$ cat config.mk
export PLATFORM = sky130hd
export DESIGN_NAME = mem_port_arbiter
export DESIGN_NICKNAME = d
export VERILOG_FILES = /design/src/rtl/mem_port_arbiter.sv
export SDC_FILE = /design/constraint.sdc
export NUM_CORES = 1
export LEC_CHECK = 0
export CAP_MARGIN = 40
export CORE_ASPECT_RATIO = 0.6
export CORE_MARGIN = 2
export CORE_UTILIZATION = 57
export DETAILED_ROUTE_END_ITERATION = 12
export DONT_BUFFER_PORTS = 1
export PLACE_DENSITY = 0.73
export SLEW_MARGIN = 10
export SYNTH_ARGS = -nofsm -noshare
export SYNTH_HDL_FRONTEND = slang
export SYNTH_SLANG_ARGS = --single-unit
export TNS_END_PERCENT = 20
$ cat constraint.sdc
create_clock -name i_clk -period 2.2 [get_ports i_clk]
set_input_delay 0.44 -clock i_clk [delete_from_list [all_inputs] [get_ports i_clk]]
set_output_delay 0.44 -clock i_clk [all_outputs]
set_load 0.02 [all_outputs]
$ cat src/rtl/mem_port_arbiter.sv
// ---------------------------------------------------------------------------
// mem_port_arbiter
//
// Shares one single-port unified instruction/data memory between the fetch
// stage (IF) and the memory stage (MEM: lw/sw). Data requests win over fetch
// requests. Address, write data and write enable are latched at grant and held
// for the whole access. Read data is returned with a one-cycle acknowledge, and
// the pipeline stall line stays high until the request is acknowledged.
//
// Optional feature: define MEM_TIMEOUT_EN to abort an access that waits
// TIMEOUT cycles for i_mem_ready; the abort acks with zero data and sets the
// sticky o_err flag. Without the macro the block waits forever and o_err = 0.
//
// Ports:
//   i_clk        clock, all state changes on the rising edge
//   i_rst_n      asynchronous active-low reset
//   i_if_req     fetch request, held until o_if_ack
//   i_if_addr    fetch address
//   o_if_rdata   fetched instruction, valid while o_if_ack = 1
//   o_if_ack     one-cycle fetch completion pulse
//   i_d_read     data read request, held until o_d_ack
//   i_d_write    data write request, held until o_d_ack
//   i_d_addr     data address
//   i_d_wdata    store data
//   o_d_rdata    load data, valid while o_d_ack = 1
//   o_d_ack      one-cycle data completion pulse
//   o_mem_en     memory access active
//   o_mem_we     memory write strobe, qualified by o_mem_en
//   o_mem_addr   memory address
//   o_mem_wdata  memory write data
//   i_mem_rdata  memory read data, sampled when i_mem_ready = 1
//   i_mem_ready  memory completion, ignored while o_mem_en = 0
//   o_stall      pipeline hold (combinational)
//   o_err        sticky timeout flag
// ---------------------------------------------------------------------------
module mem_port_arbiter #(
  parameter int AW      = 32,
  parameter int DW      = 32,
  parameter int TIMEOUT = 15
) (
  input  logic          i_clk,
  input  logic          i_rst_n,
  input  logic          i_if_req,
  input  logic [AW-1:0] i_if_addr,
  output logic [DW-1:0] o_if_rdata,
  output logic          o_if_ack,
  input  logic          i_d_read,
  input  logic          i_d_write,
  input  logic [AW-1:0] i_d_addr,
  input  logic [DW-1:0] i_d_wdata,
  output logic [DW-1:0] o_d_rdata,
  output logic          o_d_ack,
  output logic          o_mem_en,
  output logic          o_mem_we,
  output logic [AW-1:0] o_mem_addr,
  output logic [DW-1:0] o_mem_wdata,
  input  logic [DW-1:0] i_mem_rdata,
  input  logic          i_mem_ready,
  output logic          o_stall,
  output logic          o_err
);

  typedef enum logic [1:0] {
    IDLE = 2'd0,
    DATA = 2'd1,
    INST = 2'd2,
    DONE = 2'd3
  } state_t;

  state_t        r_state;
  state_t        w_next_state;

  logic [AW-1:0] r_mem_addr;
  logic [DW-1:0] r_mem_wdata;
  logic          r_mem_we;
  logic          r_is_data;
  logic [DW-1:0] r_if_rdata;
  logic [DW-1:0] r_d_rdata;
  logic          r_err;

  logic          w_d_req;
  logic          w_busy;
  logic          w_grant_d;
  logic          w_grant_i;
  logic          w_capture;
  logic          w_abort;
  logic          w_timeout;
  logic          w_d_ack;
  logic          w_if_ack;

  assign w_d_req = i_d_read | i_d_write;
  assign w_busy  = (r_state == DATA) || (r_state == INST);

  // State register
  always_ff @(posedge i_clk or negedge i_rst_n) begin
    if (!i_rst_n) begin
      r_state <= IDLE;
    end else begin
      r_state <= w_next_state;
    end
  end

  // Next-state logic and one-cycle control strobes
  always_comb begin
    w_next_state = r_state;
    w_grant_d    = 1'b0;
    w_grant_i    = 1'b0;
    w_capture    = 1'b0;
    w_abort      = 1'b0;
    case (r_state)
      IDLE: begin
        if (w_d_req) begin
          w_next_state = DATA;
          w_grant_d    = 1'b1;
        end else if (i_if_req) begin
          w_next_state = INST;
          w_grant_i    = 1'b1;
        end
      end
      DATA, INST: begin
        if (i_mem_ready) begin
          w_next_state = DONE;
          w_capture    = 1'b1;
        end else if (w_timeout) begin
          w_next_state = DONE;
          w_abort      = 1'b1;
        end
      end
      DONE: begin
        w_next_state = IDLE;
      end
      default: begin
        w_next_state = IDLE;
      end
    endcase
  end

  // Access parameters are latched at grant so later request changes cannot
  // disturb an access in flight. A simultaneous read+write counts as a write.
  always_ff @(posedge i_clk or negedge i_rst_n) begin
    if (!i_rst_n) begin
      r_mem_addr  <= '0;
      r_mem_wdata <= '0;
      r_mem_we    <= 1'b0;
      r_is_data   <= 1'b0;
    end else if (w_grant_d) begin
      r_mem_addr  <= i_d_addr;
      r_mem_wdata <= i_d_wdata;
      r_mem_we    <= i_d_write;
      r_is_data   <= 1'b1;
    end else if (w_grant_i) begin
      r_mem_addr  <= i_if_addr;
      r_mem_wdata <= '0;
      r_mem_we    <= 1'b0;
      r_is_data   <= 1'b0;
    end
  end

  // Read data holders keep their value between acks; writes leave d_rdata
  // alone and an aborted read returns zero.
  always_ff @(posedge i_clk or negedge i_rst_n) begin
    if (!i_rst_n) begin
      r_if_rdata <= '0;
      r_d_rdata  <= '0;
    end else if (w_capture || w_abort) begin
      if (!r_is_data) begin
        r_if_rdata <= w_capture ? i_mem_rdata : '0;
      end else if (!r_mem_we) begin
        r_d_rdata  <= w_capture ? i_mem_rdata : '0;
      end
    end
  end

  // Sticky error flag, only ever set by a timeout abort
  always_ff @(posedge i_clk or negedge i_rst_n) begin
    if (!i_rst_n) begin
      r_err <= 1'b0;
    end else if (w_abort) begin
      r_err <= 1'b1;
    end
  end

`ifdef MEM_TIMEOUT_EN
  localparam int CW = $clog2(TIMEOUT + 1);

  logic [CW-1:0] r_wait_cnt;

  // Counts wait cycles of the current access; the abort fires on the edge
  // that would bring the count to TIMEOUT.
  always_ff @(posedge i_clk or negedge i_rst_n) begin
    if (!i_rst_n) begin
      r_wait_cnt <= '0;
    end else if (w_grant_d || w_grant_i) begin
      r_wait_cnt <= '0;
    end else if (w_busy && !i_mem_ready) begin
      r_wait_cnt <= r_wait_cnt + 1'b1;
    end
  end

  assign w_timeout = w_busy && !i_mem_ready && (r_wait_cnt == CW'(TIMEOUT - 1));
`else
  assign w_timeout = 1'b0;
`endif

  assign w_d_ack  = (r_state == DONE) &&  r_is_data;
  assign w_if_ack = (r_state == DONE) && !r_is_data;

  assign o_mem_en    = w_busy;
  assign o_mem_we    = w_busy & r_mem_we;
  assign o_mem_addr  = r_mem_addr;
  assign o_mem_wdata = r_mem_wdata;
  assign o_if_rdata  = r_if_rdata;
  assign o_d_rdata   = r_d_rdata;
  assign o_if_ack    = w_if_ack;
  assign o_d_ack     = w_d_ack;
  assign o_err       = r_err;

  assign o_stall = (w_d_req & ~w_d_ack) | (i_if_req & ~w_if_ack);

endmodule
==> flow_metrics.env, run 1 <==
export IMPL_finalWeightedCongestion=0.816
export IMPL_grt_max_degree=133
export IMPL_yosysSeqAreaShare_pct=61.7
export IMPL_antenna_found_initial=0
export IMPL_grt_usage_pct=22.9
export IMPL_synth_area_sq_mm=0.00535
export IMPL_period_share_pct=96.9
export IMPL_yosysWarnings=0
export IMPL_regArea_sq_mm=0.00330
export IMPL_drt_first_pass_iters=4
export IMPL_synth_area_top_cells="dfrtp_1 62%, mux2_2 13%, o22ai_2 6.8%, a22o_1 5.6%, a21oi_1 3.3%"
export IMPL_cts_num_sinks=132
export IMPL_startpoint_type="flop"
export IMPL_clock_tree_buffer_depth=2
export IMPL_drc_errors=0
export IMPL_io_pins=268
export IMPL_drt_iter0_markers=130
export IMPL_final_cell_mix="132 x dfrtp_1, 64 x mux2_2, 35 x a21oi_1"
export IMPL_final_common_cell="dfrtp_1"
export IMPL_cellPowerDensity_mw_per_mm2=1860
export IMPL_yosysTopAreaCell="dfrtp_1"
export IMPL_wl_met3_um=1170
export IMPL_path_cells="ha_1, and2_1, o22ai_1"
export IMPL_crit_type="reg2out"
export IMPL_root_buffer="clkbuf_16"
export IMPL_start_util_pct=58.5
export IMPL_hold_path_class="in2async"
export IMPL_syn_avg_cell_area_sq_um=14.0
export IMPL_synth_fp_nets=518
export IMPL_crit_slowest_cell="o22ai_1"
export IMPL_cap_violations=0
export IMPL_grt_pass1_wl_um=17400
export IMPL_wl_per_cell_um=22.3
export IMPL_antenna_cells=0
export IMPL_slew_violations=0
export IMPL_area_delta_synth_final_pct=11.5
export IMPL_core_sq_mm=0.00916
export IMPL_cp_max_fo=3
export IMPL_worst_slew_pin_slew_ns=0.861
export IMPL_timing_hold_ws_ns=-0.267
export IMPL_layout_drive_gt1_share_pct=34.4
export IMPL_cts_buffers=17
export IMPL_overflow=0
export IMPL_multi_input_area_sq_mm=0.00186
export IMPL_cp_arrival_ns=1.69
export IMPL_htreeDepth=4
export IMPL_ir_drop_v=0.000948
export IMPL_fmax_ghz=0.469
export IMPL_die_y_um=79.1
export IMPL_path_buf_inv=0
export IMPL_clk_pin_slew_ns=0.05
export IMPL_rsz0062_at_grt="false"
export IMPL_num_vias=3107
export IMPL_met1_length_um=4550
export IMPL_period_minus_slack_ns=2.13
export IMPL_ys_seq_elements=132
export IMPL_top_layer="met4"
export IMPL_setup_viol=0
export IMPL_syn_inst=382
export IMPL_hold_viol_final=132
export IMPL_ys_types=28
export IMPL_run_status="complete, but fails checks"
export IMPL_rows=27
export IMPL_port_buffers=0
export IMPL_cpLargestDelayFamily="compound AO/OA/AOI/OAI gates"
export IMPL_leakagePower_nw=2.56
export IMPL_die_area_sq_mm=0.0102
export IMPL_num_nets_final=518
export IMPL_fin_tns_setup_ns=0
export IMPL_cp_slowest_stage_delay_ns=0.45
export IMPL_routed_wl_met2_um=5840
export IMPL_violations="negative hold slack"
export IMPL_end_kind="output port"
export IMPL_setup_slack_ns=0.0681
export IMPL_clkLatencyLatePin_ns=0.40
export IMPL_worst_ep_required_time_ns=1.76
export IMPL_dp_hpwl_um=8230
export IMPL_finalClockSkew_ns=0.0110
export IMPL_cts_tree="done"
export IMPL_n_fill_cell=697
export IMPL_yosys_area_top_type_share_pct=61.7
export IMPL_postRouteAntennaNets=0
export IMPL_max_slew_margin_pct=42.4
export IMPL_dpl_worst_slack_ns=0.414
export IMPL_routed_wirelength_um=11700
export IMPL_vias_per_cell=5.94
export IMPL_die_w_um=129
export IMPL_grt_pass1_vias=3154
-- Yosys cell counts, drive strengths merged --
| cell type | count |
|---|---|
| dfrtp | 132 |
| mux2 | 64 |
| a21oi | 35 |
| nor2 | 35 |
| a22o | 34 |
| o22ai | 33 |
| buf | 21 |
| clkbuf | 7 |
| inv | 4 |
| and2 | 2 |
| ha | 2 |
| nor2b | 2 |
| a21o | 1 |
| a221oi | 1 |
| a2bb2oi | 1 |
| conb | 1 |
| nand2 | 1 |
| nand3b | 1 |
| nand4b | 1 |
| o21ai | 1 |
| o31a | 1 |
| or2 | 1 |
| or3b | 1 |
-- worst reg2reg max path, stage by stage, from the launching register on --
cell and delay [ns]:
dfrtp_1 0.39, inv_1 0.07, ha_1 0.30, nand4b_1 0.15, buf_12 0.23, mux2_2 0.38
-- flip-flops by register name, summed over array words and instances, names as in the netlist --
register	cells
o_d_rdata	32
o_mem_addr	32
r_is_data	1
r_mem_we	1
r_state	2
o_mem_wdata	32
o_if_rdata	32
-- worst paths after layout --
check / to / start / slack [ns] / depth (start not counted)
hold / removal: o_mem_wdata[17] / i_rst_n / -0.27 / 0
max in group asynchronous: o_mem_addr[12] / i_rst_n / 2.25 / 0
min in group i_clk: o_mem_wdata[1] / i_d_wdata[1] / 0.17 / 1
hold reg to reg: r_mem_we / r_mem_we / 0.54 / 1
setup reg to reg: o_d_rdata[6] / r_state[1] / 0.55 / 5
setup / recovery: o_stall / r_state[1] / 0.07 / 3
-- routing by layer --
metal / GRT usage [%] / up-vias
met5: 0 / -
met4: 9.02 / 0
met3: 10.9 / 11
met2: 36.2 / 141
met1: 27.3 / 1557
li1: - / 1398
-- per-stage QoR --
step           cells  power [mW]  util [%]  instance area [sq um]  hold WS (ns)
2_1_floorplan    382        7.89         -                   5350         0.144
3_3_place_gp     493        8.50      59.4                   5440         0.147
3_5_place_dp     493        8.64      59.4                   5440         0.146
4_1_cts          523        11.2      65.1                   5960        -0.286
5_1_grt          523        11.6      65.1                   5960        -0.294
6_report         523        11.1      65.1                   5960        -0.267
-- repair_timing --
item | CTS | global route
hold endpoints to repair | 132 | 132
buffers inserted | 0 | 0
gates resized for setup | 0 | 0
-- cell families after synthesis --
kind of cell               Yosys count  share of synthesized area, %
muxes                               64                          13.5
AOI/OAI and AO/OA                  107                          17.0
buffers and inverters               32                          3.60
and+or+nand+nor                     44                          3.62
DFF                                132                          61.7
other                                1                        0.0701
adders and majority gates            2                         0.468
-- cell type report --
type	instances	share of cell area (%)
clock inverters	8	0.902
well taps	130	2.73
flip-flops and latches	132	55.4
multi-input cells	218	31.2
inverters	4	0.252
repair buffers	9	1.55
clock buffers	22	7.95
-- report_power, final --
group          internal (mW)  leakage [nW]  total (mW)  switching, mW
Combinational           1.36         0.737        2.54           1.18
Clock                   1.51         0.262        2.49          0.978
Sequential              3.65          1.56        6.04           2.39
Total                   6.52          2.56        11.1           4.55
Note: power is estimated with default switching activity, not from simulation.
==> run 2, diff against run 1 <==
Settings changed: CTS_CLUSTER_DIAMETER from default to 120, RECOVER_POWER from default to 100.
==> run 2 against run 1 <==
- the flow still finishes with violations (negative hold slack)
- first-iteration DRC count decreased by 12%
- total power decreased by 0.55%
- via count increased by 0.48%
- clock power about the same
- critical path depth unchanged
- routed wire length increased by 0.41%
- cell count unchanged
- register-to-register slack got worse by 0.43 ns
- sequential power about the same
- combinational power decreased by 2%
- critical path type unchanged
- critical endpoint unchanged
- highest routed layer unchanged
==> flow_metrics.env, run 2 (synthesis gave the netlist of run 1 again) <==
export IMPL_run_status="complete, but fails checks"
export IMPL_violations="negative hold slack"
export IMPL_n_fill_cell=703
export IMPL_period_share_pct=96.8
export IMPL_vias_per_cell=5.97
export IMPL_slew_violations=0
export IMPL_rr_endpoint="o_if_rdata[30]"
export IMPL_drt_iter0_markers=114
export IMPL_area_delta_synth_final_pct=10.6
export IMPL_overflow=0
export IMPL_p_comb_share_pct=22.5
export IMPL_final_common_cell="dfrtp_1"
export IMPL_cts_resized=0
export IMPL_htreeDepth=4
export IMPL_antenna_found_initial=0
export IMPL_cts_tree="done"
export IMPL_layout_drive_gt1_share_pct=33.8
export IMPL_dp_hpwl_um=8230
export IMPL_power_frac_seq_pct=54.8
export IMPL_setup_viol=0
export IMPL_r2r_setup_slack_ns=0.12
export IMPL_period_minus_slack_ns=2.13
export IMPL_die_w_um=129
export IMPL_clock_tree_buffer_depth=2
export IMPL_start_util_pct=58.5
export IMPL_worst_slew_pin_slew_ns=1.35
export IMPL_cts_setup_buffers=0
export IMPL_clkLatencyLatePin_ns=0.40
export IMPL_p_sw_share_pct=41.3
export IMPL_fin_tns_setup_ns=0
export IMPL_grt_pass1_wl_um=17400
export IMPL_grt_max_degree=133
export IMPL_end_kind="output port"
export IMPL_num_nets_final=518
export IMPL_leakagePower_nw=2.54
export IMPL_drc_errors=0
export IMPL_core_sq_mm=0.00916
export IMPL_fmax_ghz=0.469
export IMPL_timing_hold_ws_ns=-0.267
export IMPL_antenna_cells=0
export IMPL_io_pins=268
export IMPL_cp_arrival_ns=1.69
export IMPL_routed_wirelength_um=11700
export IMPL_cp_max_fo=3
export IMPL_wl_per_cell_um=22.4
export IMPL_r2r_start="r_state[1]"
export IMPL_die_y_um=79.1
export IMPL_finalWeightedCongestion=0.816
export IMPL_cts_buffers=17
export IMPL_crit_type="reg2out"
export IMPL_port_buffers=0
export IMPL_root_buffer="clkbuf_16"
export IMPL_grt_pass1_vias=3154
export IMPL_num_vias=3122
export IMPL_cap_violations=0
export IMPL_rsz0062_at_grt="false"
export IMPL_design_area_sq_mm=0.00592
export IMPL_intPower_mw=6.47
export IMPL_power_switching_mw=4.54
export IMPL_final_cell_mix="132 x dfrtp_1, 63 x mux2_2, 35 x a21oi_1"
export IMPL_cts_num_sinks=132
export IMPL_max_slew_margin_pct=9.78
export IMPL_clk_pin_slew_ns=0.05
export IMPL_finalClockSkew_ns=0.0115
export IMPL_worst_ep_required_time_ns=1.76
export IMPL_drt_first_pass_iters=4
export IMPL_p_clk_share_pct=22.7
export IMPL_postRouteAntennaNets=0
export IMPL_ir_drop_v=0.000950
export IMPL_startpoint_type="flop"
export IMPL_grt_usage_pct=22.9
export IMPL_reg2reg_depth=5
export IMPL_hold_viol_final=132
export IMPL_placed_area_sq_mm=0.00544
export IMPL_rows=27
export IMPL_die_area_sq_mm=0.0102
export IMPL_hold_path_class="in2async"
export IMPL_cellPowerDensity_mw_per_mm2=1860
## run 2: changes by cell type in the layout (fill, tap and decap cells not counted)
cell / change
clkbuf_2: +3
o21ai_2: +1
o21ai_4: -1
buf_4: -3
mux2_1: +1
mux2_2: -1
buf_12: -2
clkbuf_1: +1
clkbuf_4: +1
## run 2: worst max-delay path, stage by stage, from the launching register on
cell and delay, ns:
dfrtp_1 0.41, ha_1 0.19, and2_1 0.24, o22ai_1 0.45
## run 2: area by class of cell
class	count	area, sq um	share of cell area (%)
inverters	4	15.0	0.254
flip-flops and latches	132	3300	55.8
clock buffers	22	474	8.01
multi-input cells	218	1860	31.3
repair buffers	9	56.3	0.951
clock inverters	8	53.8	0.909
well taps	130	163	2.75
## run 2: how the worst max path moves through the flow
stage                          start              end  slack, ns  depth (start not counted)
after floorplan           r_state[0]    o_d_rdata[10]       0.40                          6
after global placement      i_d_read  o_mem_wdata[11]       0.47                          3
after detailed placement    i_d_read  o_mem_wdata[10]       0.41                          3
after CTS                 r_state[0]          o_stall       0.05                          3
after global routing      r_state[1]          o_stall       0.01                          3
final                     r_state[1]          o_stall       0.07                          3
## run 2: routing by layer
metal / GRT usage [%] / wire length (um) / vias to the layer above
met5: 0 / 0 / -
li1: - / - / 1399
met4: 9.02 / 122 / 0
met2: 36.2 / 5820 / 141
met3: 10.9 / 1170 / 11
met1: 27.3 / 4620 / 1571
## run 2: power by group through the flow
| stage | clock (mW) | combinational [mW] | sequential, mW |
|---|---|---|---|
| 5_1_grt | 2.66 | 2.73 | 6.16 |
| 3_3_place_gp | 0 | 2.45 | 6.05 |
| 6_report | 2.49 | 2.48 | 6.04 |
| 2_1_floorplan | 0 | 2.19 | 5.70 |
| 3_5_place_dp | 0 | 2.57 | 6.08 |
| 4_1_cts | 2.55 | 2.57 | 6.06 |
## run 2: metrics by stage
stage	total power [mW]	instances	utilization (%)	setup slack [ns]	hold WS, ns
CTS	11.2	523	65.1	0.0474	-0.286
detailed placement	8.64	493	59.4	0.414	0.146
floorplan	7.89	382	-	0.402	0.144
finish	11.0	523	64.7	0.0700	-0.267
global placement	8.50	493	59.4	0.468	0.147
global route	11.6	523	64.7	0.0136	-0.294
